<file path="src/rtl/demux_deser_if.sv">
// Bus between the serial-path driver and the 1-to-N deserialiser:
// control/data inputs toward the demux, registered word and status back.
interface demux_deser_if #(
  parameter int SELBITS_DEMUX  = 3,
  parameter int NOUTPUTS_DEMUX = 8
);
  logic                      clear;
  logic                      load;
  logic                      autoMode;
  logic [SELBITS_DEMUX-1:0]  Select;
  logic                      dataInput;
  logic [NOUTPUTS_DEMUX-1:0] dataOutput;
  logic                      wordValid;
  logic                      busy;

  modport master (
    output clear, load, autoMode, Select, dataInput,
    input  dataOutput, wordValid, busy
  );

  modport slave (
    input  clear, load, autoMode, Select, dataInput,
    output dataOutput, wordValid, busy
  );
endinterface

</file>
<file path="src/rtl/demux_deser.sv">
// Registered 1-to-N demux: routes one bit per load into an N-bit word, either at Select
// (direct) or via an auto-increment pointer that deserialises a word and pulses wordValid.
module demux_deser #(
  parameter int SELBITS_DEMUX  = 3,
  parameter int NOUTPUTS_DEMUX = 8
) (
  input  logic          clk,
  input  logic          rst_n,
  demux_deser_if.slave  bus
);

  typedef enum logic {IDLE, SHIFT} state_t;

  localparam logic [SELBITS_DEMUX-1:0] LAST_IDX = SELBITS_DEMUX'(NOUTPUTS_DEMUX - 1);
  localparam logic [SELBITS_DEMUX-1:0] ONE_IDX  = SELBITS_DEMUX'(1);

  state_t                    state_q;
  logic [SELBITS_DEMUX-1:0]  ptr_q;
  logic [NOUTPUTS_DEMUX-1:0] data_q;
  logic                      valid_q;
  logic                      busy_q;

  always_ff @(posedge clk or negedge rst_n) begin
    if (!rst_n) begin
      state_q <= IDLE;
      ptr_q   <= '0;
      data_q  <= '0;
      valid_q <= 1'b0;
      busy_q  <= 1'b0;
    end else begin
      valid_q <= 1'b0;
      if (bus.clear) begin
        state_q <= IDLE;
        ptr_q   <= '0;
        data_q  <= '0;
        busy_q  <= 1'b0;
      end else if (bus.load) begin
        case (state_q)
          IDLE: begin
            if (bus.autoMode) begin
              // A new auto word wipes stale bits from earlier direct writes.
              data_q    <= '0;
              data_q[0] <= bus.dataInput;
              if (NOUTPUTS_DEMUX == 1) begin
                valid_q <= 1'b1;
              end else begin
                ptr_q   <= ONE_IDX;
                state_q <= SHIFT;
                busy_q  <= 1'b1;
              end
            end else if (int'(bus.Select) < NOUTPUTS_DEMUX) begin
              data_q[bus.Select] <= bus.dataInput;
            end
          end
          SHIFT: begin
            data_q[ptr_q] <= bus.dataInput;
            if (ptr_q == LAST_IDX) begin
              ptr_q   <= '0;
              state_q <= IDLE;
              busy_q  <= 1'b0;
              valid_q <= 1'b1;
            end else begin
              ptr_q <= ptr_q + ONE_IDX;
            end
          end
          default: state_q <= IDLE;
        endcase
      end
    end
  end

  assign bus.dataOutput = data_q;
  assign bus.wordValid  = valid_q;
  assign bus.busy       = busy_q;

endmodule

</file>
<file path="src/flat_wrapper.sv">
// flat-port wrapper written by rule: the top's interface ports become plain ports
module demux_deser_flat 
#(
  parameter int SELBITS_DEMUX  = 3,
  parameter int NOUTPUTS_DEMUX = 8
)
  (clk, rst_n, bus_clear, bus_load, bus_autoMode, bus_Select, bus_dataInput, bus_dataOutput, bus_wordValid, bus_busy);
  demux_deser_if #(.SELBITS_DEMUX(SELBITS_DEMUX), .NOUTPUTS_DEMUX(NOUTPUTS_DEMUX)) bus_i ();
  input  logic clk;
  input  logic rst_n;
  input wire logic [$bits(bus_i.clear)-1:0] bus_clear;
  input wire logic [$bits(bus_i.load)-1:0] bus_load;
  input wire logic [$bits(bus_i.autoMode)-1:0] bus_autoMode;
  input wire logic [$bits(bus_i.Select)-1:0] bus_Select;
  input wire logic [$bits(bus_i.dataInput)-1:0] bus_dataInput;
  output wire logic [$bits(bus_i.dataOutput)-1:0] bus_dataOutput;
  output wire logic [$bits(bus_i.wordValid)-1:0] bus_wordValid;
  output wire logic [$bits(bus_i.busy)-1:0] bus_busy;
  assign bus_i.clear = bus_clear;
  assign bus_i.load = bus_load;
  assign bus_i.autoMode = bus_autoMode;
  assign bus_i.Select = bus_Select;
  assign bus_i.dataInput = bus_dataInput;
  assign bus_dataOutput = bus_i.dataOutput;
  assign bus_wordValid = bus_i.wordValid;
  assign bus_busy = bus_i.busy;
  demux_deser #(.SELBITS_DEMUX(SELBITS_DEMUX), .NOUTPUTS_DEMUX(NOUTPUTS_DEMUX)) u_core (.clk(clk), .rst_n(rst_n), .bus(bus_i));
endmodule
</file>
<file path="config.mk">
export PLATFORM = sky130hd
export DESIGN_NAME = demux_deser_flat
export DESIGN_NICKNAME = d
export VERILOG_FILES = /design/src/rtl/demux_deser_if.sv /design/src/rtl/demux_deser.sv /design/src/flat_wrapper.sv
export SDC_FILE = /design/constraint.sdc
export NUM_CORES = 1
export LEC_CHECK = 0
export ABC_CLOCK_PERIOD_IN_PS = 2300
export CAP_MARGIN = 20
export CORE_UTILIZATION = 45
export CTS_CLUSTER_DIAMETER = 50
export DETAILED_ROUTE_END_ITERATION = 7
export DONT_BUFFER_PORTS = 1
export RECOVER_POWER = 100
export SETUP_SLACK_MARGIN = 0.15
export SLEW_MARGIN = 25
export SYNTH_ARGS = -nofsm -noshare
export SYNTH_HDL_FRONTEND = slang
export SYNTH_SLANG_ARGS = --single-unit
</file>
<file path="constraint.sdc">
create_clock -name clk -period 2.3 [get_ports clk]
set_clock_uncertainty 0.1 [all_clocks]
set_input_delay 0.46 -clock clk [delete_from_list [all_inputs] [get_ports clk]]
set_output_delay 0.46 -clock clk [all_outputs]
set_load 0.02 [all_outputs]
</file>
==> results.py <==
metrics = {
    "placement": {
        "dp.cells": 118,
        "place.gp.congestion": 0.805,
        "dpl_worst_slack_ps": 495,
        "port_buffers": 0,
        "hpwl_um": 1450,
    },
    "yosys": {
        "syn-instance-count": 103,
        "synth_ff_type": "dfrtp_1",
        "synth_edf_count": 0,
        "yosysUniqueCellTypes": 37,
        "synth_warnings": 0,
        "synth_area_um2": 1010,
        "avgSynthCellArea_um2": 9.83,
        "ys_seq_area_share_pct": 34.6,
        "syn_nets": 115,
        "ys_async_sr_fraction_pct": 100,
        "ys_ff_latch": 14,
    },
    "power": {
        "power.leakage_nw": 0.417,
        "clockPowerShare_pct": 29.2,
        "netSwitchingPower_w": 0.000130,
        "seqPwrFrac_pct": 57.2,
        "p_comb_share_pct": 13.6,
        "ir_drop_mv": 0.271,
        "p_per_area_nw_per_um2": 471,
        "intPower_w": 0.000349,
        "swShare_pct": 27.2,
    },
    "sta": {
        "finalSetupTns_ps": 0,
        "finalSetupViolCount": 0,
        "setup_ws_ps": 467,
        "hold_violations": 0,
        "max_freq_ghz": 0.546,
        "period_minus_slack_ps": 1830,
        "rsz0062_at_grt": "no",
        "maxSlewViolCount": 0,
        "slew_headroom_pct": 54.7,
        "period_share_pct": 79.7,
        "tightest_slew_ps": 677,
    },
    "run": {
        "drv_cap": 0,
    },
    "floorplanning": {
        "io_pins": 19,
        "die_area_um2": 2440,
        "core_um2": 2040,
        "initial_core_util_pct": 49.6,
        "rows": 16,
        "fp.dieW_um": 49.4,
        "die_h_um": 49.4,
    },
    "detailed_routing": {
        "ant_nets": 0,
        "wl_um": 2320,
        "drtIter0Drc": 17,
        "drc": 0,
        "vias": 837,
        "wl_per_cell_um": 19.0,
        "first_pass_iters": 4,
        "routed_via_density": 6.86,
    },
    "worst_setup_path": {
        "crit_path_cell_trace": "nor2b_1, o32ai_1, mux2_1",
        "start_kind": "register",
        "crit_family": "simple AND/OR/NAND/NOR gates",
        "critPathCaptureType": "register",
        "crit_slowest_cell": "nor2b_1",
        "path_depth": 3,
        "critical_path_arrival_ps": 1900,
        "cpPeakStageDelay_ps": 590,
        "rr_worst_depth": 3,
        "r2r_setup_slack_ps": 470,
        "crit_fanout": 15,
        "cp_num_buf_inv": 0,
        "r2r-start": "u_core.state_q",
        "worstSetupPathType": "reg2reg",
        "required_ps": 2370,
        "rr_endpoint": "u_core.bus.dataOutput[1]",
    },
    "min_path": {
        "min_path_cells": 1,
        "hold_path.class": "in2reg",
        "hp-start": "bus_clear",
        "whs_endpoint": "u_core.ptr_q[0]",
    },
    "cts": {
        "cts_max_level": 1,
        "clk_path_buf_depth": 2,
        "clk_pin_slew_ps": 90,
        "cts_root_buf": "clkbuf_4",
        "cts_num_sinks": 14,
        "cts_buffers": 3,
        "cts_setup_buffers": 0,
        "cts_tree": "done",
        "insertion_delay_ps": 270,
    },
    "global_route": {
        "gr-total-overflow": 0,
        "grt_max_degree": 23,
        "grt_pass1_vias": 778,
        "grtUsageTotal_pct": 20.3,
        "antenna_found_initial": 0,
        "grt_pass1_wl_um": 3820,
    },
    "finish": {
        "final_nets": 109,
        "final_cells": 122,
        "antenna_cells": 0,
        "area_growth_pct": 0.618,
        "drive_gt1_share_pct": 5.26,
    },
    "run_status": {
        "outcome": "finished, final reports clean",
    },
}
## sequential cells by signal, summed over array words and instances, names as in the netlist
name                   cells
u_core.bus.busy            1
u_core.bus.dataOutput      8
u_core.bus.wordValid       1
u_core.ptr_q               3
u_core.state_q             1
## cells by family after synthesis
kind of cell,share of synthesized area (%)
simple gates,29.5
compound gates,20.8
flops,34.6
buf+inv,5.93
mux,5.44
fa+ha+maj,3.71
## what timing repair did
action                    in CTS  in global routing
hold buffers                   1                  0
hold endpoints to repair      14                  0
resized for setup              0                  0
## cells in the mapped netlist, types with 2 or more instances
cell type   n  area [um^2]
dfrtp_1    14          350
o32ai_1    12          105
nand2_1     6         22.5
buf_2       5         25.0
clkbuf_1    5         18.8
nand2b_1    5         31.3
mux2_1      4         45.0
nor3b_1     4         30.0
a21oi_1     3         15.0
a32o_1      3         30.0
and3b_1     3         26.3
and4b_1     3         30.0
ha_1        3         37.5
nand3b_1    3         22.5
nor4bb_1    3         30.0
or3_1       3         18.8
nor2_1      2         7.51
nor2b_1     2         12.5
o22ai_1     2         12.5
## worst max path at each step
stage | slack, ps | endpoint | startpoint
5_1_grt | 360 | u_core.bus.dataOutput[5] | u_core.state_q
2_1_floorplan | 660 | u_core.bus.dataOutput[1] | bus_autoMode
6_report | 470 | u_core.bus.dataOutput[1] | u_core.state_q
3_5_place_dp | 500 | u_core.bus.dataOutput[1] | u_core.state_q
3_3_place_gp | 480 | u_core.bus.dataOutput[1] | u_core.state_q
4_1_cts | 490 | u_core.bus.dataOutput[1] | u_core.state_q
## through the flow
stage               hold slack, ps  cell area, um^2  power (W)  utilization (%)
finish                         142             1020   0.000479             49.9
global route                   124             1020   0.000508             49.9
detailed placement            64.8              986   0.000337             48.3
global placement              64.8              986   0.000337             48.3
floorplan                     64.4             1010   0.000342                -
CTS                            134             1020   0.000488             49.9
## final cells by class
cell class,instances,area (um^2)
well taps,27,33.8
flip-flops and latches,14,350
multi-input cells,77,602
repair buffers,1,10.0
fillers,198,1020
clock buffers,3,22.5
## placed cells by master, fill, tap and decap left out
master,netlist,routed
nor2b_1,2,2
o311ai_0,1,1
mux2_1,4,4
nor3_1,1,1
o32ai_1,12,12
nand3_1,1,1
or3_4,1,1
o21ai_0,1,1
a2bb2oi_1,1,1
nand3b_1,3,3
a21oi_1,3,3
nand2_1,6,6
a311oi_1,1,1
nor4bb_1,3,3
a32oi_1,1,1
nor2_1,2,2
nor3b_1,4,4
or3b_1,1,1
and3_1,1,1
nand4b_1,1,1
dlygate4sd3_1,0,1
and4_1,1,1
and3b_1,3,3
or2_2,1,1
nand2b_1,5,5
dfrtp_1,14,14
mux2i_1,1,1
clkbuf_4,0,3
or4_1,1,1
a32o_1,3,3
ha_1,3,3
o31ai_1,1,1
or3_1,3,3
and4b_1,3,3
o22ai_1,2,2
## per-layer routing
layer	vias up	track usage [%]	routed length [um]
met1	401	31.3	1160
met5	-	0	0
met2	32	28.8	981
met4	0	4.29	13
li1	402	-	-
met3	2	4.36	162
## worst register-to-register path: cells and delay by family, from the launching register on
kind               cells  cell delay [ps]
DFF                    1              510
and+or+nand+nor        1              600
muxes                  1              330
AOI/OAI and AO/OA      1              190
## power groups by stage
stage | combinational [W] | clock, W | sequential [W]
after floorplan | 0.0000718 | 0 | 0.000271
after global placement | 0.0000580 | 0 | 0.000279
after detailed placement | 0.0000584 | 0 | 0.000279
after CTS | 0.0000651 | 0.000149 | 0.000274
after global routing | 0.0000710 | 0.000161 | 0.000276
final | 0.0000650 | 0.000140 | 0.000274
Note: power is estimated with default switching activity, not from simulation.
